### src/rtl/pll_seq_pkg.sv
// Shared state encodings, default timing parameters and a small helper
// for the PLL lock sequencer.
package pll_seq_pkg;

    typedef enum logic [2:0] {
        ST_RST_PLL   = 3'd0,
        ST_WAIT_LOCK = 3'd1,
        ST_STABLE    = 3'd2,
        ST_GATE_ON   = 3'd3,
        ST_RUN       = 3'd4,
        ST_FAIL      = 3'd5
    } seq_state_e;

    localparam int DEF_RST_CYCLES    = 64;
    localparam int DEF_LOCK_TIMEOUT  = 65536;
    localparam int DEF_STABLE_CYCLES = 1024;
    localparam int DEF_GATE_DELAY    = 8;
    localparam int DEF_MAX_RETRY     = 3;

    // The retry counter sticks at 15 rather than wrapping back to zero.
    function automatic logic [3:0] retry_inc(input logic [3:0] value);
        return (value == 4'hF) ? value : value + 4'd1;
    endfunction

endpackage

### src/rtl/sync_2ff.sv
// Two-flop synchronizer bringing a single asynchronous bit into the clk domain.
module sync_2ff (
    input  logic clk,
    input  logic rst,
    input  logic d,
    output logic q
);

    logic meta_q;
    logic sync_q;

    always_ff @(posedge clk) begin
        if (rst) begin
            meta_q <= 1'b0;
            sync_q <= 1'b0;
        end else begin
            meta_q <= d;
            sync_q <= meta_q;
        end
    end

    assign q = sync_q;

endmodule

### src/rtl/pll_lock_sequencer.sv
// Brings a PLL out of reset, waits for a stable lock, then opens the output
// clock gate and releases the downstream reset; retries on failure.
module pll_lock_sequencer
    import pll_seq_pkg::*;
#(
    parameter int RST_CYCLES    = DEF_RST_CYCLES,
    parameter int LOCK_TIMEOUT  = DEF_LOCK_TIMEOUT,
    parameter int STABLE_CYCLES = DEF_STABLE_CYCLES,
    parameter int GATE_DELAY    = DEF_GATE_DELAY,
    parameter int MAX_RETRY     = DEF_MAX_RETRY
) (
    input  logic       clk,
    input  logic       rst,
    input  logic       pll_lock,
    input  logic       restart_req,
    output logic       pll_rst,
    output logic       clkout0_gate,
    output logic       sys_rst,
    output logic       ready,
    output logic       fail,
    output logic [3:0] retry_cnt,
    output logic [2:0] state
);

    localparam int RST_W  = $clog2(RST_CYCLES) + 1;
    localparam int TO_W   = $clog2(LOCK_TIMEOUT) + 1;
    localparam int STAB_W = $clog2(STABLE_CYCLES) + 1;
    localparam int GATE_W = $clog2(GATE_DELAY) + 1;

    localparam logic [RST_W-1:0]  RST_LAST  = RST_W'(RST_CYCLES - 1);
    localparam logic [TO_W-1:0]   TO_LAST   = TO_W'(LOCK_TIMEOUT - 1);
    localparam logic [STAB_W-1:0] STAB_LAST = STAB_W'(STABLE_CYCLES - 1);
    localparam logic [GATE_W-1:0] GATE_LAST = GATE_W'(GATE_DELAY - 1);

    seq_state_e        state_q, state_d;
    logic [RST_W-1:0]  rst_cnt_q, rst_cnt_d;
    logic [TO_W-1:0]   to_cnt_q, to_cnt_d;
    logic [STAB_W-1:0] stab_cnt_q, stab_cnt_d;
    logic [GATE_W-1:0] gate_cnt_q, gate_cnt_d;
    logic [3:0]        retry_cnt_q, retry_cnt_d;
    logic              pll_rst_q, pll_rst_d;
    logic              gate_q, gate_d;
    logic              sys_rst_q, sys_rst_d;
    logic              ready_q, ready_d;
    logic              fail_q, fail_d;
    logic              lock;
    logic              attempt_failed;
    logic              lock_lost;

    sync_2ff u_lock_sync (
        .clk (clk),
        .rst (rst),
        .d   (pll_lock),
        .q   (lock)
    );

    always_ff @(posedge clk) begin
        if (rst) begin
            state_q     <= ST_RST_PLL;
            rst_cnt_q   <= '0;
            to_cnt_q    <= '0;
            stab_cnt_q  <= '0;
            gate_cnt_q  <= '0;
            retry_cnt_q <= '0;
            pll_rst_q   <= 1'b1;
            gate_q      <= 1'b0;
            sys_rst_q   <= 1'b1;
            ready_q     <= 1'b0;
            fail_q      <= 1'b0;
        end else begin
            state_q     <= state_d;
            rst_cnt_q   <= rst_cnt_d;
            to_cnt_q    <= to_cnt_d;
            stab_cnt_q  <= stab_cnt_d;
            gate_cnt_q  <= gate_cnt_d;
            retry_cnt_q <= retry_cnt_d;
            pll_rst_q   <= pll_rst_d;
            gate_q      <= gate_d;
            sys_rst_q   <= sys_rst_d;
            ready_q     <= ready_d;
            fail_q      <= fail_d;
        end
    end

    // The lock timeout saturates so a return from STABLE after expiry fails at once.
    always_comb begin
        state_d        = state_q;
        rst_cnt_d      = '0;
        to_cnt_d       = to_cnt_q;
        stab_cnt_d     = '0;
        gate_cnt_d     = '0;
        retry_cnt_d    = retry_cnt_q;
        attempt_failed = 1'b0;
        lock_lost      = 1'b0;

        case (state_q)
            ST_RST_PLL: begin
                to_cnt_d = '0;
                if (rst_cnt_q == RST_LAST) begin
                    state_d = ST_WAIT_LOCK;
                end else begin
                    rst_cnt_d = rst_cnt_q + RST_W'(1);
                end
            end
            ST_WAIT_LOCK: begin
                to_cnt_d = (to_cnt_q == TO_LAST) ? to_cnt_q : to_cnt_q + TO_W'(1);
                if (lock) begin
                    state_d = ST_STABLE;
                end else if (to_cnt_q == TO_LAST) begin
                    attempt_failed = 1'b1;
                end
            end
            ST_STABLE: begin
                to_cnt_d = (to_cnt_q == TO_LAST) ? to_cnt_q : to_cnt_q + TO_W'(1);
                if (!lock) begin
                    state_d = ST_WAIT_LOCK;
                end else if (stab_cnt_q == STAB_LAST) begin
                    state_d = ST_GATE_ON;
                end else begin
                    stab_cnt_d = stab_cnt_q + STAB_W'(1);
                end
            end
            ST_GATE_ON: begin
                if (!lock) begin
                    lock_lost = 1'b1;
                end else if (gate_cnt_q == GATE_LAST) begin
                    state_d = ST_RUN;
                end else begin
                    gate_cnt_d = gate_cnt_q + GATE_W'(1);
                end
            end
            ST_RUN: begin
                lock_lost = !lock;
            end
            ST_FAIL: begin
                state_d = ST_FAIL;
            end
            default: begin
                state_d = ST_RST_PLL;
            end
        endcase

        if (attempt_failed) begin
            retry_cnt_d = retry_inc(retry_cnt_q);
            state_d     = (int'(retry_cnt_q) < MAX_RETRY) ? ST_RST_PLL : ST_FAIL;
        end
        if (lock_lost) begin
            retry_cnt_d = retry_inc(retry_cnt_q);
            state_d     = ST_RST_PLL;
        end
        if (restart_req) begin
            state_d     = ST_RST_PLL;
            retry_cnt_d = '0;
            rst_cnt_d   = '0;
            to_cnt_d    = '0;
            stab_cnt_d  = '0;
            gate_cnt_d  = '0;
        end
    end

    // Outputs are decoded from the next state so they flip on the same edge as the state.
    always_comb begin
        pll_rst_d = (state_d == ST_RST_PLL) || (state_d == ST_FAIL);
        gate_d    = (state_d == ST_GATE_ON) || (state_d == ST_RUN);
        sys_rst_d = (state_d != ST_RUN);
        ready_d   = (state_d == ST_RUN);
        fail_d    = (state_d == ST_FAIL);
    end

    assign pll_rst      = pll_rst_q;
    assign clkout0_gate = gate_q;
    assign sys_rst      = sys_rst_q;
    assign ready        = ready_q;
    assign fail         = fail_q;
    assign retry_cnt    = retry_cnt_q;
    assign state        = state_q;

endmodule
### config.mk
export PLATFORM = sky130hd
export DESIGN_NAME = pll_lock_sequencer
export DESIGN_NICKNAME = d
export VERILOG_FILES = /design/src/rtl/pll_seq_pkg.sv /design/src/rtl/sync_2ff.sv /design/src/rtl/pll_lock_sequencer.sv
export SDC_FILE = /design/constraint.sdc
export NUM_CORES = 1
export LEC_CHECK = 0
export CAP_MARGIN = 20
export CORE_ASPECT_RATIO = 1.4
export CORE_UTILIZATION = 39
export DETAILED_ROUTE_END_ITERATION = 10
export PLACE_DENSITY = 0.62
export SYNTH_ARGS = -nofsm -noshare
export SYNTH_HDL_FRONTEND = slang
export SYNTH_SLANG_ARGS = --single-unit
### constraint.sdc
create_clock -name clk -period 3.7 [get_ports clk]
set_clock_uncertainty 0.1 [all_clocks]
set_input_delay 0.74 -clock clk [delete_from_list [all_inputs] [get_ports clk]]
set_output_delay 0.74 -clock clk [all_outputs]
set_load 0.02 [all_outputs]
Word level (Yosys, flattened, before mapping) --
Index checks and enable logic that the tools add are counted.
Cells by class: add/sub/neg operators 5, $lt $le $gt $ge 1, equal/unequal tests 15, mux-type cells 21, bitwise operators 4, reductions and logical operators 13
Operators by type and width (count):
- $pmux W17 S2 | 1
- $mux W3 | 10
- $pmux W3 S6 | 1
- $add A17 B1 Y17 const B | 1
- $eq A17 B16 Y1 const B | 1
- $mux W17 | 1
- $eq A3 B3 Y1 const B | 4
- $mux W4 | 3
- $add A11 B1 Y11 const B | 1
- $eq A11 B10 Y1 const B | 1
- $reduce_or A5 Y1 | 2
- $eq A3 B2 Y1 const B | 3
- $add A4 B1 Y4 const B | 2
- $add A7 B1 Y7 const B | 1
- $eq A7 B6 Y1 const B | 1
- $logic_not A3 Y1 | 2
- $eq A4 B3 Y1 const B | 1
- $eq A4 B4 Y1 const B | 1
- $lt A4 B2 Y1 const B | 1
- $mux W1 | 4
- $not A1 Y1 | 4
- $reduce_bool A2 Y1 | 2
- $reduce_or A2 Y1 | 2
- $reduce_or A4 Y1 | 1
- 7 further kinds | 8
Storage, ports and cells: register bits after elaboration 53, input bits 4, output and inout bits 12, word-level logic and storage cells 72

Logic depth before layout (Yosys ltp) --
word-level depth 9, mapped depth 11, depth with buffers taken out 10

Cells and area by module --
From an unflattened synthesis, not the netlist that was laid out.
Unflattened totals: cells, all modules 257, area total of the unflattened synthesis 2317.2 sq um
Modules (own cells, without submodules):
- pll_lock_sequencer | instances 1, cells each 253, area an instance 2264.7 sq um, seq. area each 1021.0 sq um
- sync_2ff | instances 1, cells each 4, area an instance 52.6 sq um, seq. area each 40.0 sq um

Worst setup path before layout --
Ideal clock, no wire load.
kind reg-to-reg, start point register to_cnt_q[6], end point register pll_rst_q, in the netlist pll_rst, setup time 0.073 ns, arrival 2.606 ns, required time 3.527 ns, slack 0.921 ns, cell stages (with the launch flop) 11, buffers on the path 0, period minus slack after synthesis 2.779 ns, cells stage by stage dfxtp_1 -> nand4_1 -> nor3_1 -> nand3_1 -> nor3_1 -> ha_1 -> or4b_1 -> or4_4 -> and4b_4 -> and3_4 -> nor3_2
Between the ends: cells in the longest elaborated chain, start to end 9, elaborated cells between the ends (all ways) 10, classes of those cells eq/ne: 2; mux: 6; reduce/logical: 2
Ends and longest elaborated chain:
- start, declared | line pll_lock_sequencer.sv:37 | logic [TO_W-1:0] to_cnt_q, to_cnt_d;
- start signal, assigned | line pll_lock_sequencer.sv:73 | to_cnt_q <= to_cnt_d;
- $eq A17 B16 Y1 * | line pll_lock_sequencer.sv:109 | end else if (to_cnt_q == TO_LAST) begin
- $mux W1 * | line pll_lock_sequencer.sv:109
- $mux W1 * | line pll_lock_sequencer.sv:107 | if (lock) begin
- $mux W1 * | line pll_lock_sequencer.sv:96 | case (state_q)
- $mux W3 * | line pll_lock_sequencer.sv:143 | if (attempt_failed) begin
- $mux W3 * | line pll_lock_sequencer.sv:147 | if (lock_lost) begin
- $mux W3 * | line pll_lock_sequencer.sv:151 | if (restart_req) begin
- $eq A3 B3 Y1 or $logic_not A3 Y1 (tied branches) | line pll_lock_sequencer.sv:163 | pll_rst_d = (state_d == ST_RST_PLL) || (state_d == ST_FAIL);
- $logic_or A1 B1 Y1 * | line pll_lock_sequencer.sv:163
- end signal, assigned | line pll_lock_sequencer.sv:77 | pll_rst_q <= pll_rst_d;
- end, declared | line pll_lock_sequencer.sv:41 | logic pll_rst_q, pll_rst_d;
Every way passes the cells marked *; elsewhere a longest branch is shown, timed or not. A chain may end at the register's enable or synchronous reset.

Worst setup path after layout --
Ends and elaborated chain as after synthesis.

==> impl_metrics.tcl <==
set metrics [dict create \
    gp_congestion 0.718 \
    drive_gt1_share_pct 5.02 \
    grt-ovfl-total 0 \
    areaGrowthSynthToFinish_pct 12.5 \
    ios 16 \
    pre_cts_ws_ns 0.711 \
    p_leak_uw 0.000857 \
    die_w_um 67.5 \
    ys_seq_elements 53 \
    rr_worst_depth 10 \
    postSynthCellCount 264 \
    hold-worst-slack_ns 0.349 \
    required_ns 3.83 \
    busiest_layer "met2" \
    rows 33 \
    drt_iter0_drc 54 \
    cts_setup_buffers 0 \
    root_buffer "clkbuf_8" \
    final-hold-violation-count 0 \
    drv_slew 0 \
    ys.flop_type "dfxtp_1" \
    relSlewSlack_pct 57.1 \
    endpoint_kind "flop" \
    final_common_cell "dfxtp_1" \
    path_max_fanout 5 \
    port_buffers 15 \
    utilization_pct 45.3 \
    synth_edf_count 0 \
    hpwl_um 2890 \
    cts.clk_slew.worst_paths_ns 0.09 \
    regToRegSetupSlack_ns 0.69 \
    cts.sinks 53 \
    peakVddDrop_mv 0.258 \
    antenna_found_initial 0 \
    timing.rr.start "to_cnt_q[6]" \
    grt_pass1_vias 1561 \
    drtPass1Iterations 4 \
    core_mm2 0.00582 \
    ys_seq_area_share_pct 45.3 \
    clock_path_buffers 2 \
    die-area_mm2 0.00632 \
    grt_max_degree 20 \
    final_cell_mix "dfxtp_1, nor2_1, nand3_1, xor2_1, nand2_1" \
    insertion_delay_ns 0.30 \
    r2r-end "pll_rst" \
    fin_nets 289 \
    start_util_pct 40.2 \
    die_h_um 93.7 \
    total_power_uw 905 \
    critPathKind "reg2reg" \
    async_flop_share_pct 0 \
    grt_use_total_pct 13.3 \
    yosysUniqueCellTypes 46 \
    grt_use_met1_pct 15.4 \
    met3_usage_pct 4.00 \
    wl_per_cell_um 11.4 \
    antenna_cells 0 \
    synthesis.area_mm2 0.00234 \
    synthesis.nets 274 \
    period_needed_ns 3.01 \
    cts-resized-gates 0 \
    yosysTopAreaCellShare_pct 45.3 \
    finalSetupTns_ns 0 \
    num_vias 1795 \
    outcome "complete, no violations" \
    start_kind "flop" \
    drt-total-wl_um 3980 \
    power_per_cell_area_mw_per_mm2 343 \
    fin_ws_ns 0.686 \
    ant_nets 0 \
    period_share_pct 81.5 \
    viasPerCell 5.14 \
    cts_tree "built" \
    rsz0062_at_grt "false" \
    ctsHoldBuffers 0 \
    cp.arrival_ns 3.14 \
    nFillCells 571 \
    yosysTopAreaCell "dfxtp_1" \
    maxCapViolCount 0 \
    worst_pin_slew_ns 0.637 \
    multi_input_area_mm2 0.00122 \
    cts_buffers 5 \
    regArea_mm2 0.00106 \
    drc 0 \
    yosys-top-cells-area "dfxtp_1, nor2_1, xor2_1" \
    htree_levels 2 \
    grt_pass1_wl_um 6540 \
    grtUsageMet2_pct 22.5 \
    worstSetupEndpoint "pll_rst" \
    yosys_warnings 0 \
    finalSetupViolations 0 \
    fmax_mhz 332 \
    avgSynthCellArea_um2 8.87 \
    min_path_type "reg2reg" \
    crit_path_start "to_cnt_q[6]" \
]
==> registers in the layout, summed over array words and instances, names as in the netlist <==
signal / flops
u_lock_sync.meta_q: 1
rst_cnt_q: 7
to_cnt_q: 17
fail: 1
ready: 1
state: 3
retry_cnt: 4
u_lock_sync.q: 1
sys_rst: 1
pll_rst: 1
stab_cnt_q: 11
clkout0_gate: 1
gate_cnt_q: 4
==> layout make-up <==
| type | instances | area share (%) |
|---|---|---|
| Tap cell | 70 | 3.32 |
| Inverter | 7 | 0.997 |
| Timing Repair Buffer | 15 | 5.70 |
| Clock buffer | 7 | 3.28 |
| Multi-Input combinational cell | 197 | 46.4 |
| Sequential cell | 53 | 40.3 |
==> stage by stage <==
stage	cell area (um^2)	instances
after floorplan	2340	264
after global placement	2550	342
after detailed placement	2550	342
after CTS	2640	349
after global routing	2640	349
final	2640	349
==> layer usage <==
layer  part of all wire (%)  vias to the layer above
li1                       -                      931
met1                     49                      843
met3                    2.7                        4
met2                     48                       17
met5                      0                        -
met4                   0.95                        0
==> power by group <==
part	switching, uW	leakage [uW]	internal, uW
Clock	169	0.0000443	149
Combinational	7.71	0.000385	5.57
Sequential	1.50	0.000427	572
==> Yosys cell counts (4+ instances only) <==
cell type and number:
and3_1 5, nand2_1 18, nor2_1 51, inv_1 6, nand3_1 19, ha_1 6
nand2b_1 4, buf_2 4, nand4_1 7, xor2_1 19, dfxtp_1 53, xnor2_1 11
a21oi_1 6, nor3_1 8
==> worst max-delay path: stages (launching register included) <==
cell     delay, ns
dfxtp_1       0.41
nand4_1       0.17
nor3_1        0.39
nand3_1       0.12
nor3_1        0.18
ha_1          0.24
or4b_1        0.45
or4_4         0.44
and4b_4       0.21
and3_4        0.16
nor3_2        0.09
==> kinds of logic (layout without fill, tap and decap cells) <==
family	count (synthesis)	count (layout)	synth area share [%]
AOI/OAI and AO/OA	18	18	5.13
xor gates and xnor gates	30	30	11.2
adders and majority gates	7	7	3.69
buffers and inverters	14	29	2.46
DFF	53	53	45.3
muxes	1	1	0.427
and+or+nand+nor	141	141	31.8
==> how the worst min path moves through the flow <==
stage                       start       endpoint  cells past startpoint  slack, ns
6_report             rst_cnt_q[0]   rst_cnt_q[0]                      1       0.35
5_1_grt              rst_cnt_q[0]   rst_cnt_q[0]                      1       0.37
4_1_cts        u_lock_sync.meta_q  u_lock_sync.q                      1       0.35
3_5_place_dp   u_lock_sync.meta_q  u_lock_sync.q                      1       0.33
3_3_place_gp   u_lock_sync.meta_q  u_lock_sync.q                      1       0.32
2_1_floorplan  u_lock_sync.meta_q  u_lock_sync.q                      1       0.31
(Power assumes the default switching activity.)
